<file path="src/rtl/com_fifo_pkg.sv">
// Shared constants and sizing helpers for the common-library FIFOs.
package com_fifo_pkg;

  localparam int FIFO_OUT_COMB = 0;
  localparam int FIFO_OUT_REG  = 1;

  // Occupancy counters must represent 0..depth inclusive.
  function automatic int fifo_level_width(input int depth);
    return $clog2(depth + 1);
  endfunction

  function automatic int fifo_ptr_width(input int entries);
    return (entries > 1) ? $clog2(entries) : 1;
  endfunction

endpackage

</file>
<file path="src/rtl/com_sync_fifo_fwft_if.sv">
// Write/read handshake and status bundle for com_sync_fifo_fwft.
interface com_sync_fifo_fwft_if #(
  parameter int DW    = 8,
  parameter int DEPTH = 4
);
  import com_fifo_pkg::*;

  localparam int AW = fifo_level_width(DEPTH);

  logic          clear;
  logic          wr_en;
  logic [DW-1:0] wr_data;
  logic          wr_full;
  logic          wr_afull;
  logic          rd_en;
  logic [DW-1:0] rd_data;
  logic          rd_empty;
  logic          rd_aempty;
  logic [AW-1:0] water_level;
  logic          ovf;
  logic          udf;

  modport master (
    output clear, wr_en, wr_data, rd_en,
    input  wr_full, wr_afull, rd_data, rd_empty, rd_aempty, water_level, ovf, udf
  );

  modport slave (
    input  clear, wr_en, wr_data, rd_en,
    output wr_full, wr_afull, rd_data, rd_empty, rd_aempty, water_level, ovf, udf
  );

endinterface

</file>
<file path="src/rtl/com_fifo_ptr_ctrl.sv">
// Pointer, occupancy and status-flag control for a register-array FIFO.
// HEAD_REG=1 adds one slot held outside the array (output register) to the capacity.
module com_fifo_ptr_ctrl
  import com_fifo_pkg::*;
#(
  parameter int ENTRIES   = 4,
  parameter int HEAD_REG  = 0,
  parameter int AFULL_TH  = ENTRIES + HEAD_REG - 1,
  parameter int AEMPTY_TH = 1,
  localparam int CAP      = ENTRIES + HEAD_REG,
  localparam int AW       = fifo_level_width(CAP),
  localparam int PW       = fifo_ptr_width(ENTRIES)
) (
  input  logic          clk,
  input  logic          rst_n,
  input  logic          clear,
  input  logic          wr_en,
  input  logic          rd_en,
  output logic [PW-1:0] wr_ptr,
  output logic [PW-1:0] rd_ptr,
  output logic          arr_push,
  output logic          arr_pop,
  output logic          bypass,
  output logic          full,
  output logic          afull,
  output logic          empty,
  output logic          aempty,
  output logic [AW-1:0] level,
  output logic          ovf,
  output logic          udf
);

  logic          wr_acc;
  logic          rd_acc;
  logic [AW-1:0] level_nxt;

  // With a head register the array only holds words behind the shown one,
  // so a write lands in the head whenever the array would otherwise be empty.
  always_comb begin
    wr_acc    = wr_en && !full && !clear;
    rd_acc    = rd_en && !empty && !clear;
    bypass    = 1'b0;
    arr_push  = wr_acc;
    arr_pop   = rd_acc;
    level_nxt = level;
    if (HEAD_REG != 0) begin
      bypass   = wr_acc && (empty || (rd_acc && (level == AW'(1))));
      arr_push = wr_acc && !bypass;
      arr_pop  = rd_acc && (level > AW'(1));
    end
    case ({wr_acc, rd_acc})
      2'b10:   level_nxt = level + AW'(1);
      2'b01:   level_nxt = level - AW'(1);
      default: level_nxt = level;
    endcase
  end

  always_ff @(posedge clk or negedge rst_n) begin
    if (!rst_n) begin
      wr_ptr <= '0;
      rd_ptr <= '0;
      level  <= '0;
      full   <= 1'b0;
      afull  <= 1'b0;
      empty  <= 1'b1;
      aempty <= 1'b1;
      ovf    <= 1'b0;
      udf    <= 1'b0;
    end else if (clear) begin
      wr_ptr <= '0;
      rd_ptr <= '0;
      level  <= '0;
      full   <= 1'b0;
      afull  <= 1'b0;
      empty  <= 1'b1;
      aempty <= 1'b1;
      ovf    <= 1'b0;
      udf    <= 1'b0;
    end else begin
      if (arr_push) begin
        wr_ptr <= (wr_ptr == PW'(ENTRIES - 1)) ? '0 : wr_ptr + PW'(1);
      end
      if (arr_pop) begin
        rd_ptr <= (rd_ptr == PW'(ENTRIES - 1)) ? '0 : rd_ptr + PW'(1);
      end
      level  <= level_nxt;
      full   <= (level_nxt == AW'(CAP));
      afull  <= (level_nxt >= AW'(AFULL_TH));
      empty  <= (level_nxt == '0);
      aempty <= (level_nxt <= AW'(AEMPTY_TH));
      ovf    <= ovf | (wr_en && full);
      udf    <= udf | (rd_en && empty);
    end
  end

endmodule

</file>
<file path="src/rtl/com_sync_fifo_fwft.sv">
// Single-clock show-ahead FIFO with any depth >= 2, optional registered read data,
// almost-full/almost-empty thresholds and sticky overflow/underflow flags.
module com_sync_fifo_fwft
  import com_fifo_pkg::*;
#(
  parameter int DW        = 8,
  parameter int DEPTH     = 4,
  parameter int OUT_REG   = FIFO_OUT_COMB,
  parameter int AFULL_TH  = DEPTH - 1,
  parameter int AEMPTY_TH = 1
) (
  input logic                 clk,
  input logic                 rst_n,
  com_sync_fifo_fwft_if.slave bus
);

  localparam int HEAD_REG = (OUT_REG == FIFO_OUT_REG) ? 1 : 0;
  localparam int ENTRIES  = DEPTH - HEAD_REG;
  localparam int PW       = fifo_ptr_width(ENTRIES);

  if (DW < 1) begin : g_bad_dw
    $error("com_sync_fifo_fwft: DW must be >= 1");
  end
  if (DEPTH < 2) begin : g_bad_depth
    $error("com_sync_fifo_fwft: DEPTH must be >= 2");
  end
  if ((AFULL_TH < 1) || (AFULL_TH > DEPTH)) begin : g_bad_afull
    $error("com_sync_fifo_fwft: AFULL_TH must be in 1..DEPTH");
  end
  if ((AEMPTY_TH < 0) || (AEMPTY_TH > DEPTH - 1)) begin : g_bad_aempty
    $error("com_sync_fifo_fwft: AEMPTY_TH must be in 0..DEPTH-1");
  end
  if ((OUT_REG != FIFO_OUT_COMB) && (OUT_REG != FIFO_OUT_REG)) begin : g_bad_outreg
    $error("com_sync_fifo_fwft: OUT_REG must be 0 or 1");
  end

  logic [PW-1:0] wr_ptr;
  logic [PW-1:0] rd_ptr;
  logic          arr_push;
  logic          arr_pop;
  logic          bypass;
  logic [DW-1:0] mem [ENTRIES];

  com_fifo_ptr_ctrl #(
    .ENTRIES   (ENTRIES),
    .HEAD_REG  (HEAD_REG),
    .AFULL_TH  (AFULL_TH),
    .AEMPTY_TH (AEMPTY_TH)
  ) u_ctrl (
    .clk      (clk),
    .rst_n    (rst_n),
    .clear    (bus.clear),
    .wr_en    (bus.wr_en),
    .rd_en    (bus.rd_en),
    .wr_ptr   (wr_ptr),
    .rd_ptr   (rd_ptr),
    .arr_push (arr_push),
    .arr_pop  (arr_pop),
    .bypass   (bypass),
    .full     (bus.wr_full),
    .afull    (bus.wr_afull),
    .empty    (bus.rd_empty),
    .aempty   (bus.rd_aempty),
    .level    (bus.water_level),
    .ovf      (bus.ovf),
    .udf      (bus.udf)
  );

  // Storage is deliberately not reset; stale words are hidden by the empty mask.
  always_ff @(posedge clk) begin
    if (arr_push) begin
      mem[wr_ptr] <= bus.wr_data;
    end
  end

  if (HEAD_REG != 0) begin : g_out_reg
    logic [DW-1:0] out_q;

    // Head register takes a write directly when nothing is queued behind it,
    // otherwise refills from the array head on every accepted pop.
    always_ff @(posedge clk or negedge rst_n) begin
      if (!rst_n) begin
        out_q <= '0;
      end else if (bypass) begin
        out_q <= bus.wr_data;
      end else if (arr_pop) begin
        out_q <= mem[rd_ptr];
      end
    end

    assign bus.rd_data = bus.rd_empty ? '0 : out_q;
  end else begin : g_out_comb
    wire unused_ctrl = bypass | arr_pop;

    assign bus.rd_data = bus.rd_empty ? '0 : mem[rd_ptr];
  end

endmodule

</file>
<file path="src/flat_wrapper.sv">
// flat-port wrapper written by rule: the top's interface ports become plain ports
module com_sync_fifo_fwft_flat import com_fifo_pkg::*;
#(
  parameter int DW        = 8,
  parameter int DEPTH     = 4,
  parameter int OUT_REG   = FIFO_OUT_COMB,
  parameter int AFULL_TH  = DEPTH - 1,
  parameter int AEMPTY_TH = 1
)
  (clk, rst_n, bus_clear, bus_wr_en, bus_wr_data, bus_rd_en, bus_wr_full, bus_wr_afull, bus_rd_data, bus_rd_empty, bus_rd_aempty, bus_water_level, bus_ovf, bus_udf);
  com_sync_fifo_fwft_if #(.DW(DW), .DEPTH(DEPTH)) bus_i ();
  input logic clk;
  input logic rst_n;
  input wire logic [$bits(bus_i.clear)-1:0] bus_clear;
  input wire logic [$bits(bus_i.wr_en)-1:0] bus_wr_en;
  input wire logic [$bits(bus_i.wr_data)-1:0] bus_wr_data;
  input wire logic [$bits(bus_i.rd_en)-1:0] bus_rd_en;
  output wire logic [$bits(bus_i.wr_full)-1:0] bus_wr_full;
  output wire logic [$bits(bus_i.wr_afull)-1:0] bus_wr_afull;
  output wire logic [$bits(bus_i.rd_data)-1:0] bus_rd_data;
  output wire logic [$bits(bus_i.rd_empty)-1:0] bus_rd_empty;
  output wire logic [$bits(bus_i.rd_aempty)-1:0] bus_rd_aempty;
  output wire logic [$bits(bus_i.water_level)-1:0] bus_water_level;
  output wire logic [$bits(bus_i.ovf)-1:0] bus_ovf;
  output wire logic [$bits(bus_i.udf)-1:0] bus_udf;
  assign bus_i.clear = bus_clear;
  assign bus_i.wr_en = bus_wr_en;
  assign bus_i.wr_data = bus_wr_data;
  assign bus_i.rd_en = bus_rd_en;
  assign bus_wr_full = bus_i.wr_full;
  assign bus_wr_afull = bus_i.wr_afull;
  assign bus_rd_data = bus_i.rd_data;
  assign bus_rd_empty = bus_i.rd_empty;
  assign bus_rd_aempty = bus_i.rd_aempty;
  assign bus_water_level = bus_i.water_level;
  assign bus_ovf = bus_i.ovf;
  assign bus_udf = bus_i.udf;
  com_sync_fifo_fwft #(.DW(DW), .DEPTH(DEPTH), .OUT_REG(OUT_REG), .AFULL_TH(AFULL_TH), .AEMPTY_TH(AEMPTY_TH)) u_core (.clk(clk), .rst_n(rst_n), .bus(bus_i));
endmodule
</file>
<file path="config.mk">
export PLATFORM = sky130hd
export DESIGN_NAME = com_sync_fifo_fwft_flat
export DESIGN_NICKNAME = d
export VERILOG_FILES = /design/src/rtl/com_fifo_pkg.sv /design/src/rtl/com_sync_fifo_fwft_if.sv /design/src/rtl/com_fifo_ptr_ctrl.sv /design/src/rtl/com_sync_fifo_fwft.sv /design/src/flat_wrapper.sv
export SDC_FILE = /design/constraint.sdc
export NUM_CORES = 1
export LEC_CHECK = 0
export BUFFER_PORTS_ARGS = -buffer_cell sky130_fd_sc_hd__buf_4
export CAP_MARGIN = 25
export CORE_AREA = 2 2 53 75
export CTS_CLUSTER_DIAMETER = 50
export DETAILED_ROUTE_END_ITERATION = 8
export DIE_AREA = 0 0 55 77
export HOLD_SLACK_MARGIN = 0.15
export PLACE_DENSITY = 0.75
export SLEW_MARGIN = 20
export SYNTH_ARGS = -nofsm -noshare
export SYNTH_HDL_FRONTEND = slang
export SYNTH_SLANG_ARGS = --single-unit
</file>
<file path="constraint.sdc">
create_clock -name clk -period 2.9 [get_ports clk]
set_clock_uncertainty 0.05 [all_clocks]
set_input_delay 0.87 -clock clk [delete_from_list [all_inputs] [get_ports clk]]
set_output_delay 0.87 -clock clk [all_outputs]
set_load 0.01 [all_outputs]
</file>
=== After elaboration in Yosys (flattened, before gate mapping) ===
Memory sizes are Yosys's and may differ from the RTL's.
Index checks and enable logic that the tools add are counted.
W data, S select, Z words.

* $add $sub $neg: 4
* Order comparisons: 2
* Equal/unequal tests: 5
* Muxes and demuxes: 17
* Bitwise operators: 2
* Reductions and logical operators: 12

{| class="wikitable"
|+ Operators by type and width
! kind !! count
|-
| $mux W2 || 6
|-
| $mux W1 || 8
|-
| $mux W8 || 1
|-
| $eq A2 B2 Y1 const B || 3
|-
| $logic_and A1 B1 Y1 || 6
|-
| $pmux W3 S2 || 1
|-
| $add A2 B1 Y2 const B || 2
|-
| $reduce_bool A2 Y1 || 2
|-
| $add A3 B1 Y3 const B || 1
|-
| $eq A3 B3 Y1 const B || 1
|-
| $ge A3 B2 Y1 const B || 1
|-
| $le A3 B1 Y1 const B || 1
|-
| $logic_not A1 Y1 || 3
|-
| $logic_not A3 Y1 || 1
|-
| $mux W3 || 1
|-
| $sub A3 B1 Y3 const B || 1
|-
| $eq A2 B1 Y1 const B || 1
|-
| $or A1 B1 Y1 || 2
|}

* Register bits: 13
* RAM bits: 32
* Input bits: 13
* Logic and storage cells: 52
* Memories kept: 1

{| class="wikitable"
|+ Memory list
! name !! depth !! bits a word !! read ports !! clocked after Yosys merged registers in !! wr ports !! line !! RTL
|-
| u_core.mem || 4 || 8 || 1 || 0 || 1 || com_sync_fifo_fwft.sv:42 || <nowiki>logic [DW-1:0] mem [ENTRIES];</nowiki>
|}

=== Depth between registers and ports, before layout ===
Gate-level depths: netlist (run 1).

* Word-level depth: 7
* Mapped depth: 8
* Gate-level depth less buffers: 8

=== Modules after synthesis ===
Synthesis (run 1) repeated with hierarchy kept, for this count alone.

* Cells, all modules: 123
* Area, all modules: 1,874.3 um^2

{| class="wikitable"
|+ By module, submodules not included
! module !! instances !! cells each !! area an instance (um^2)
|-
| com_sync_fifo_fwft || 1 || 67 || 1,253.7
|-
| com_fifo_ptr_ctrl || 1 || 56 || 620.6
|}

=== Worst setup path before layout (run 1) ===
Ideal clock, no wire load.

* Path type: input to register
* Start point: input port bus_clear
* End point: register u_core.u_ctrl.empty
* Library setup time: 0.079 ns
* Arrival: 2.567 ns
* Setup slack: 0.204 ns
* Stages on the path: 8
* Path through: buf_6 > nor2_1 > inv_1 > ha_1 > fa_1 > xnor2_1 > or4_4 > and4bb_1

* Longest elaborated chain between the ends: 6
* Elaborated cells on any way between the ends: 8
* Those cells by class: eq/ne: 2; mux: 2; reduce/logical: 4

{| class="wikitable"
|+ Ends and longest elaborated chain
! what !! line !! RTL
|-
| from (decl) || flat_wrapper.sv:14 || <nowiki>input wire logic [$bits(bus_i.clear)-1:0] bus_clear;</nowiki>
|-
| $logic_not A1 Y1 || com_fifo_ptr_ctrl.sv:40, com_fifo_ptr_ctrl.sv:41 ||
|-
| $logic_and A1 B1 Y1 (on tied branches) || com_fifo_ptr_ctrl.sv:41, com_fifo_ptr_ctrl.sv:40 ||
|-
| $eq A2 B1 Y1 or $eq A2 B2 Y1 (tied branches) || com_fifo_ptr_ctrl.sv:51 || <nowiki>case ({wr_acc, rd_acc})</nowiki>
|-
| $pmux W3 S2 || com_fifo_ptr_ctrl.sv:51 ||
|-
| $logic_not A3 Y1 || com_fifo_ptr_ctrl.sv:89 || <nowiki>empty <= (level_nxt == '0);</nowiki>
|-
| $mux W1 * || com_fifo_ptr_ctrl.sv:69 || <nowiki>end else if (clear) begin</nowiki>
|-
| to (signal assigned) || com_fifo_ptr_ctrl.sv:89 ||
|-
| to (decl) || com_fifo_ptr_ctrl.sv:26 || <nowiki>output logic empty,</nowiki>
|}

Every way passes the cells marked *; elsewhere a longest branch is shown, timed or not.
A chain may end at the register's enable or synchronous reset.

=== Final worst setup path (run 1) ===
* Start point: register u_core.u_ctrl.rd_ptr[0]
* End point: output port bus_rd_data[6]

* Longest elaborated chain between the ends: 2

{| class="wikitable"
|+ Ends and longest elaborated chain
! what !! line !! RTL
|-
| from (decl) || com_fifo_ptr_ctrl.sv:20 || <nowiki>output logic [PW-1:0] rd_ptr,</nowiki>
|-
| from (signal assigned) || com_fifo_ptr_ctrl.sv:84 || <nowiki>rd_ptr <= (rd_ptr == PW'(ENTRIES - 1)) ? '0 : rd_ptr + PW'(1);</nowiki>
|-
| $mem_v2 Z4 W8 || - ||
|-
| $mux W8 || com_sync_fifo_fwft.sv:95 || <nowiki>assign bus.rd_data = bus.rd_empty ? '0 : mem[rd_ptr];</nowiki>
|-
| to (decl) || flat_wrapper.sv:20 || <nowiki>output wire logic [$bits(bus_i.rd_data)-1:0] bus_rd_data;</nowiki>
|}

No other way between the ends.

==> impl_metrics.ini, run 1 <==
[run_status]
outcome = complete, no violations

[power_and_ir_drop]
pwr-share-seq = 0.563
p_total_mw = 1.347
p_clk_frac = 0.273
internal_power_mw = 1.020
p_leak_nw = 0.8944
sw_frac_of_total = 0.2432
netSwitchingPower_mw = 0.3276
p_per_area_nw_per_um2 = 598.8
ir_drop_v = 0.0004132
power_frac_comb = 0.164

[die]
core_um2 = 3578
dieArea_um2 = 4235
ioPinCount = 30
die_h_um = 77
die_x_um = 55
start_util = 0.5280
std_cell_rows = 26

[timing]
finalSetupViolations = 0
clock.fmax_mhz = 392.9
drv_slew = 0
min_period_ns = 2.545
worstMarginPinSlew_ns = 0.4490
whs_ns = 0.3531
rsz0062_at_grt = false
slew_headroom = 0.6975
hold_viol = 0
post-route-period-util = 0.8776
setup_tns_ns = 0

[global_route]
grt_max_degree = 14
grt_pass1_vias = 1140
overflow = 0
grt_usage = 0.1782
antenna_found_initial = 0
grt_pass1_wl_um = 5195

[setup_path]
worst_setup_path_start_kind = register
max_stage_delay_ns = 0.50
end_kind = primary output
crit_arrival_ns = 1.63
crit_type = register to primary output
worstPathCellList = buf_4 > mux4_2 > nor2b_1 > buf_4
slowest_stage = mux4_2
crit_path_max_fanout = 6
critPathRequiredTime_ns = 1.98
cp_common_cell = buf_4

[synth]
synth-xor-area-share = 0.009272
ys_seq_elements = 45
syn_avg_cell_area_um2 = 16.87
async_flop_share = 0.2889
yosys_warnings = 0
ys_types = 26
muxShareOfSynthArea = 0.1219
synth_nets = 132
ys.flop_type = edfxtp_1
synth_fa_ha_area_frac = 0.05033
synth_compound_area_frac = 0.01788
ys_seq_area_frac = 0.6821
synth_area_um2 = 1889
synth_cells = 112
synth_top_family_by_area = multiplexers
synth_edf_count = 32
synthSimpleGateAreaFrac = 0.1007

[clocking]
clk_latency_ns = 0.29
cts_root_buf = clkbuf_8
cts_hold_buf = 0
cts_resized = 0
cts_tree = built
htreeDepth = 2
cts-buffers-inserted = 5
clockBufferDepth = 2
clock_sinks = 45
post_cts_buffers = 0
cts.clk_slew.worst_paths_ns = 0.08

[placement]
port-buffer-count = 29
dp.final_hpwl_um = 2156
dp.cells = 184
postPlaceCellArea_um2 = 2167
gp_congestion = 0.7379

[drt]
drt_wl_total_um = 3063
first_iter_violations = 12
drc = 0
routed_via_density = 5.443
drtPass1Iterations = 4
post_drt_wl_per_cell_um = 15.95
detail-route-antenna-nets = 0
vias = 1045

[worst_hold_path]
hold_class = input pin to asynchronous set/reset pin

[final_layout]
fillers = 280
drive_gt1_frac = 0.3333
final_net_count = 169
finalNonFillerCells = 192
antenna_cells = 0
areaGrowthSynthToFinish_pct = 19.07
design_area_um2 = 2250

[run]
cap_violations = 0
## stage by stage
| step | util | setup WS, ns |
|---|---|---|
| 2_1_floorplan | - | 0.2036 |
| 3_3_place_gp | 0.6056 | 0.1285 |
| 3_5_place_dp | 0.6056 | 0.05882 |
| 4_1_cts | 0.6287 | 0.3259 |
| 5_1_grt | 0.6287 | 0.04966 |
| 6_report | 0.6287 | 0.3549 |
## sequential cells by signal, indices dropped and copies added, names as in the netlist
register / flops
u_core.u_ctrl.full: 1
u_core.u_ctrl.udf: 1
u_core.u_ctrl.wr_ptr: 2
u_core.u_ctrl.empty: 1
u_core.u_ctrl.ovf: 1
u_core.u_ctrl.rd_ptr: 2
u_core.mem: 32
u_core.u_ctrl.afull: 1
u_core.u_ctrl.aempty: 1
u_core.u_ctrl.level: 3
## cells by family (layout without fill, tap and decap cells)
logic type / count (synthesis) / count (layout)
compound gates: 6 / 6
fa+ha+maj: 7 / 7
buf+inv: 6 / 44
simple gates: 33 / 33
mux: 13 / 13
xor+xnor: 2 / 2
flops: 45 / 45
## layout by cell type (no fill, tap or decap), drive strengths merged, types with 2 or more instances in the layout
master | netlist | final
buf | 2 | 33
edfxtp | 32 | 32
nor2 | 12 | 12
dfrtp | 11 | 11
nor2b | 10 | 10
mux4 | 8 | 8
clkbuf | 1 | 7
ha | 6 | 6
mux2i | 5 | 5
and2 | 4 | 4
a21oi | 4 | 4
inv | 3 | 4
dfstp | 2 | 2
## critical path: cells and delay by family (launching register included)
family                 cells  cell delay, ns
flip-flops                 1            0.35
buffers and inverters      2            0.34
multiplexers               1            0.50
AND/OR/NAND/NOR            1            0.14
## cell usage after synthesis (2+ instances only)
library cell	instances	area share
a21oi_1	4	0.011
and2_1	4	0.013
dfrtp_1	11	0.15
mux2i_1	5	0.026
edfxtp_1	32	0.51
nor2b_1	10	0.033
dfstp_2	2	0.028
mux4_2	8	0.095
inv_1	3	0.0060
ha_1	6	0.040
nor2_1	12	0.024
## worst paths after layout
kind / slack [ns] / to / startpoint / cells after the start
min in group clk: 0.47 / u_core.u_ctrl.udf / u_core.u_ctrl.udf / 2
max in group asynchronous: 2.21 / u_core.u_ctrl.empty / rst_n / 1
hold reg to reg: 0.47 / u_core.u_ctrl.udf / u_core.u_ctrl.udf / 2
setup reg to reg: 0.44 / u_core.u_ctrl.afull / u_core.u_ctrl.empty / 7
setup / recovery: 0.35 / bus_rd_data[6] / u_core.u_ctrl.rd_ptr[0] / 4
hold / removal: 0.35 / u_core.u_ctrl.level[1] / rst_n / 1
## power groups by stage
stage | registers (mW) | logic, mW | clock network, mW
6_report | 0.759 | 0.221 | 0.367
4_1_cts | 0.760 | 0.225 | 0.376
3_5_place_dp | 0.774 | 0.223 | 0
3_3_place_gp | 0.772 | 0.217 | 0
5_1_grt | 0.765 | 0.248 | 0.404
2_1_floorplan | 0.769 | 0.122 | 0
## layer usage
layer | vias to the layer above | wire length [um] | GRT usage
met1 | 522 | 1135 | 0.1932
met4 | 0 | 71 | 0.08049
met2 | 32 | 1695 | 0.3036
met3 | 6 | 161 | 0.05253
li1 | 485 | - | -
met5 | - | 0 | 0
## final cells by class
class / instances / area [um^2] / share of cell area
multi-input combinational: 61 / 566.8 / 0.2519
clock inverter: 1 / 6.256 / 0.002781
tap: 42 / 52.55 / 0.02336
inverter: 3 / 11.26 / 0.005006
sequential: 45 / 1289 / 0.5729
clock buffer: 7 / 76.32 / 0.03393
timing repair buffer: 33 / 247.7 / 0.1101
Power figures use the tool's default switching activity.
==> run 2, diff against run 1 <==
--- a/config.mk
+++ b/config.mk
@@ -7,12 +7,12 @@
 export LEC_CHECK = 0
 export BUFFER_PORTS_ARGS = -buffer_cell sky130_fd_sc_hd__buf_4
 export CAP_MARGIN = 25
-export CORE_AREA = 2 2 53 75
+export CORE_AREA = 2 2 86 47
 export CTS_CLUSTER_DIAMETER = 50
 export DETAILED_ROUTE_END_ITERATION = 8
-export DIE_AREA = 0 0 55 77
+export DIE_AREA = 0 0 88 49
 export HOLD_SLACK_MARGIN = 0.15
-export PLACE_DENSITY = 0.75
+export PLACE_DENSITY = 0.76
 export SLEW_MARGIN = 20
 export SYNTH_ARGS = -nofsm -noshare
 export SYNTH_HDL_FRONTEND = slang
==> run 2 against run 1 <==
  * Worst setup slack worse by 0.17 ns
  * First-iteration DRC count rose to 8.2 times the previous value
  * Fmax down 6.2%
  * Via count up 1.9%
  * Cell area up 3.2%
  * Largest power group unchanged
==> impl_metrics.ini, run 2 (synthesis results as in run 1) <==
[global_route]
busiest_layer = met2
overflow = 0
grt_max_degree = 15
met2_usage = 0.2652
met3_usage = 0.05076
grt_usage = 0.1810
grt_use_met1 = 0.2602
antenna_found_initial = 0
grt_pass1_wl_um = 5485
grt_pass1_vias = 1055

[setup_path]
rr_endpoint = u_core.u_ctrl.afull
timing.critical_path.max_delay_family = flip-flops
crit_type = register to primary output
worstPathCellList = buf_12 > mux4_2 > nor2b_1 > buf_4
timing.rr.start = u_core.u_ctrl.full
crit_arrival_ns = 1.79
worst_setup_path_start_kind = register
critPathRequiredTime_ns = 1.98
crit_start = u_core.u_ctrl.rd_ptr[0]
cp_num_buf_inv = 2
crit_path_max_fanout = 6
cp-endpoint = bus_rd_data[2]
slowest_stage = dfrtp_1
cp.depth = 4
max_stage_delay_ns = 0.53
r2r_setup_slack_ns = 0.51
ff2ff_path_depth = 8
end_kind = primary output

[clocking]
clk_latency_ns = 0.30
cts.clk_slew.worst_paths_ns = 0.08
htreeDepth = 2
clockBufferDepth = 2
cts_hold_buf = 0
cts_root_buf = clkbuf_8
post_cts_buffers = 0
cts_resized = 0
clock_sinks = 45
cts_tree = built
cts-buffers-inserted = 5

[final_layout]
areaGrowthSynthToFinish_pct = 22.85
final_net_count = 171
top_register = u_core.mem
final_common_cell = buf_4
largest_reg_flops = 32
drive_gt1_frac = 0.3487
reg_top3 = u_core.mem (32), u_core.u_ctrl.level (3)
fillers = 266
antenna_cells = 0
design_area_um2 = 2321
mostFrequentLayoutCells = 34 x buf_4, 32 x edfxtp_1, 12 x nor2_1

[drt]
post_drt_wl_per_cell_um = 16.11
first_iter_violations = 98
vias = 1065
drtPass1Iterations = 4
drc = 0
routed_via_density = 5.170
drt_wl_total_um = 3319
detail-route-antenna-nets = 0

[run_status]
outcome = complete, no violations

[worst_hold_path]
hold_class = input pin to asynchronous set/reset pin

[run]
cap_violations = 0

[timing]
worstMarginPinSlew_ns = 0.4772
rsz0062_at_grt = false
finalSetupViolations = 0
slew_headroom = 0.6785
min_period_ns = 2.713
post-route-period-util = 0.9354
clock.fmax_mhz = 368.6
layout_setup_ws_ns = 0.1872
whs_ns = 0.3524
setup_tns_ns = 0
hold_viol = 0
drv_slew = 0

[power_and_ir_drop]
p_total_mw = 1.463
p_leak_nw = 0.9188
p_per_area_nw_per_um2 = 630.2
ir_drop_v = 0.0003067

[placement]
postPlaceCellArea_um2 = 2210
dp_slack_ns = 0.08627
dp.final_hpwl_um = 2401
port-buffer-count = 29
gp_congestion = 0.8818

[die]
start_util = 0.5214
std_cell_rows = 16
core_um2 = 3623
die_x_um = 88
dieArea_um2 = 4312
ioPinCount = 30
die_h_um = 49
-- run 2: cell count changes in the layout (fill, tap and decap cells not counted) --
cell       before  now
buf_12          0    1
buf_4          33   34
bufinv_16       0    1
clkbuf_1        2    1
clkinv_4        0    1
inv_4           1    0
-- run 2: worst min-delay path by stage --
stage,endpoint,startpoint,slack [ns]
3_5_place_dp,u_core.u_ctrl.udf,u_core.u_ctrl.udf,0.45
5_1_grt,u_core.u_ctrl.full,rst_n,0.35
6_report,u_core.u_ctrl.full,rst_n,0.35
3_3_place_gp,u_core.u_ctrl.ovf,u_core.u_ctrl.ovf,0.44
2_1_floorplan,u_core.u_ctrl.ovf,u_core.u_ctrl.ovf,0.48
4_1_cts,u_core.u_ctrl.ovf,rst_n,0.35
-- run 2: stage by stage --
stage                     instances  utilization
after CTS                       206       0.6405
after global placement          198       0.6098
after global routing            206       0.6405
after floorplan                 112            -
after detailed placement        198       0.6098
final                           206       0.6405
-- run 2: cell type report --
| type | instances | area (um^2) | area share |
|---|---|---|---|
| Timing Repair Buffer | 35 | 275.3 | 0.1186 |
| Inverter | 3 | 11.26 | 0.004852 |
| Clock inverter | 2 | 38.79 | 0.01671 |
| Sequential cell | 45 | 1289 | 0.5553 |
| Multi-Input combinational cell | 61 | 566.8 | 0.2442 |
| Clock buffer | 6 | 72.57 | 0.03127 |
| Tap cell | 54 | 67.56 | 0.02911 |
-- run 2: worst reg2reg max path: cells and delay by family (launching register included) --
family | cells | cell delay (ns)
flip-flops | 1 | 0.43
buffers and inverters | 1 | 0.07
AO/OA/AOI/OAI | 2 | 0.65
AND/OR/NAND/NOR | 2 | 0.29
XOR/XNOR | 1 | 0.15
adder cells (fa/ha/maj) | 2 | 0.59
-- run 2: power breakdown --
group          internal, mW  switching, mW
sequential            0.726         0.0265
combinational         0.132          0.112
clock                 0.259          0.208
-- run 2: per-layer routing --
metal | part of all wire | wire, um
met5 | 0 | 0
met3 | 0.057 | 188
met1 | 0.46 | 1518
met4 | 0.014 | 48
met2 | 0.47 | 1563
==> run 3, diff against run 2 <==
--- a/config.mk
+++ b/config.mk
@@ -5,14 +5,15 @@
 export SDC_FILE = /design/constraint.sdc
 export NUM_CORES = 1
 export LEC_CHECK = 0
+export ABC_AREA = 1
 export BUFFER_PORTS_ARGS = -buffer_cell sky130_fd_sc_hd__buf_4
 export CAP_MARGIN = 25
-export CORE_AREA = 2 2 86 47
+export CORE_AREA = 2 2 88 48
 export CTS_CLUSTER_DIAMETER = 50
 export DETAILED_ROUTE_END_ITERATION = 8
-export DIE_AREA = 0 0 88 49
+export DIE_AREA = 0 0 90 50
 export HOLD_SLACK_MARGIN = 0.15
-export PLACE_DENSITY = 0.76
+export PLACE_DENSITY = 0.75
 export SLEW_MARGIN = 20
 export SYNTH_ARGS = -nofsm -noshare
 export SYNTH_HDL_FRONTEND = slang
==> run 3 against run 2 <==
  * Worst setup slack gained 0.079 ns
  * Utilization shrank 1.3 points
  * Critical path type unchanged
  * Highest routed layer is now met3
  * Critical path depth grew 2
  * Flip-flop and latch count is the same
  * Synthesized cell count grew 62%
  * Total power shrank 6.5%
  * Critical endpoint unchanged
  * Largest power group unchanged
  * Sequential share of layout area shrank 0.36 points
==> impl_metrics.ini, run 3 <==
[synth]
yosys.area.top_type = edfxtp_1
synth.area.top_cells = edfxtp_1 49%, dfrtp_1 14%, nor2_1 8.2%, ha_1 3.8%, inv_1 3.6%
post-synth-top-count-cell = nor2_1
ys_seq_area_frac = 0.6548
syn_avg_cell_area_um2 = 10.87
async_flop_share = 0.2889
synth_commonest_cells = 43 x nor2_1, 32 x edfxtp_1, 19 x inv_1, 19 x nand2_1, 12 x o21ai_0
synth_cells = 181
ys.flop_type = edfxtp_1
synth_area_um2 = 1968
yosys.area.top_type_share = 0.4882
ys_seq_elements = 45
synth_edf_count = 32
synth_nets = 201
yosys_warnings = 0
ys_types = 20

[setup_path]
crit_type = register to primary output
critPathRequiredTime_ns = 1.98
max_stage_delay_ns = 0.60
slowest_stage = dfrtp_1
end_kind = primary output
worst_setup_path_start_kind = register
timing.critical_path.max_delay_family = flip-flops
worstPathCellList = buf_4 > nor2_1 > nor2_1 > o21ai_0 > a21oi_1 > buf_4
cp_num_buf_inv = 2
ff2ff_path_depth = 10
crit_path_max_fanout = 11
cp.depth = 6
crit_arrival_ns = 1.71

[power_and_ir_drop]
ir_drop_v = 0.0002996
p_per_area_nw_per_um2 = 585.6
p_total_mw = 1.368
p_leak_nw = 1.016

[drt]
routed_via_density = 5.051
drt_wl_total_um = 4085
detail-route-antenna-nets = 0
first_iter_violations = 126
post_drt_wl_per_cell_um = 15.02
vias = 1374
drtPass1Iterations = 4
drc = 0

[timing]
min_period_ns = 2.634
slew_headroom = 0.6936
finalSetupViolations = 0
post-route-period-util = 0.9082
setup_tns_ns = 0
worstMarginPinSlew_ns = 0.4596
rsz0062_at_grt = false
drv_slew = 0
clock.fmax_mhz = 379.7
hold_viol = 0

[final_layout]
mostFrequentLayoutCells = 43 x nor2_1, 34 x buf_4, 32 x edfxtp_1
reg_top3 = u_core.mem (32), u_core.u_ctrl.level (3)
final_common_cell = nor2_1
areaGrowthSynthToFinish_pct = 18.69
drive_gt1_frac = 0.2110
finalNonFillerCells = 272
antenna_cells = 0
largest_reg_flops = 32
final_net_count = 237
top_register = u_core.mem

[placement]
gp_congestion = 0.9315
dp.final_hpwl_um = 2808
port-buffer-count = 29
dp.cells = 264

[run]
cap_violations = 0

[clocking]
cts_tree = built
htreeDepth = 2
clockBufferDepth = 2
clock_sinks = 45
cts-buffers-inserted = 5
cts_root_buf = clkbuf_8
clk_latency_ns = 0.29
cts_hold_buf = 0
cts_resized = 0
cts.clk_slew.worst_paths_ns = 0.08
post_cts_buffers = 0

[global_route]
grt_max_degree = 18
grt_usage = 0.1982
antenna_found_initial = 0
grt_pass1_vias = 1316
grt_pass1_wl_um = 6637
overflow = 0

[run_status]
outcome = complete, no violations

[die]
die_x_um = 90
core_um2 = 3724
start_util = 0.5286
ioPinCount = 30
die_h_um = 50
dieArea_um2 = 4500
std_cell_rows = 16

[worst_hold_path]
hold_class = input pin to asynchronous set/reset pin
==> run 3: cell count changes in the layout (fill, tap and decap cells not counted), moves of 9 or more <==
cell and change:
nand2_1 +18, nor2b_1 -10, inv_1 +16, nor2_1 +31, o21ai_0 +11, o21ai_1 +9
==> run 3: logic make-up (layout without fill, tap and decap cells) <==
kind of cell | count (synthesis) | count (layout) | synth area share
fa+ha+maj | 7 | 7 | 0.04831
flops | 45 | 45 | 0.6548
buf+inv | 26 | 63 | 0.07120
compound gates | 32 | 32 | 0.08201
simple gates | 71 | 71 | 0.1437
==> run 3: where the power goes <==
group | internal [mW] | leakage (nW) | switching, mW | total [mW]
Clock | 0.254 | 0.0528 | 0.201 | 0.456
Sequential | 0.718 | 0.461 | 0.0262 | 0.744
Combinational | 0.0695 | 0.502 | 0.0988 | 0.168
Total | 1.04 | 1.02 | 0.326 | 1.37
==> run 3: area by class of cell <==
class,instances,area (um^2)
tap,54,67.56
sequential,45,1289
inverter,21,78.83
clock inverter,2,33.78
fill,322,1388
clock buffer,6,72.57
timing repair buffer,34,255.2
multi-input combinational,110,539.3
==> run 3: routing by layer <==
metal,global-route usage,wire (um)
met5,0,0
met4,0.06667,0
met3,0.06575,229
met2,0.2632,1661
met1,0.3015,2194
==> run 3: path summary, 6_finish.rpt <==
check	start	to	slack, ns
worst min register to register	u_core.u_ctrl.ovf	u_core.u_ctrl.ovf	0.46
worst max register to register	u_core.u_ctrl.empty	u_core.u_ctrl.full	0.68
worst min-delay path	rst_n	u_core.u_ctrl.full	0.36
max in group asynchronous	rst_n	u_core.u_ctrl.empty	2.20
min in group clk	u_core.u_ctrl.ovf	u_core.u_ctrl.ovf	0.46
worst max-delay path	u_core.u_ctrl.rd_ptr[0]	bus_rd_data[2]	0.27
==> run 3: per-stage QoR <==
| step | hold slack, ns | setup slack, ns | instance area (um^2) | util |
|---|---|---|---|---|
| after detailed placement | 0.4439 | 0.2413 | 2230 | 0.5988 |
| final | 0.3625 | 0.2663 | 2336 | 0.6274 |
| after global routing | 0.3586 | 0.1382 | 2336 | 0.6274 |
| after global placement | 0.4599 | 0.3233 | 2230 | 0.5988 |
| after CTS | 0.3606 | 0.2557 | 2336 | 0.6274 |
| after floorplan | 0.4763 | 0.5980 | 1968 | - |
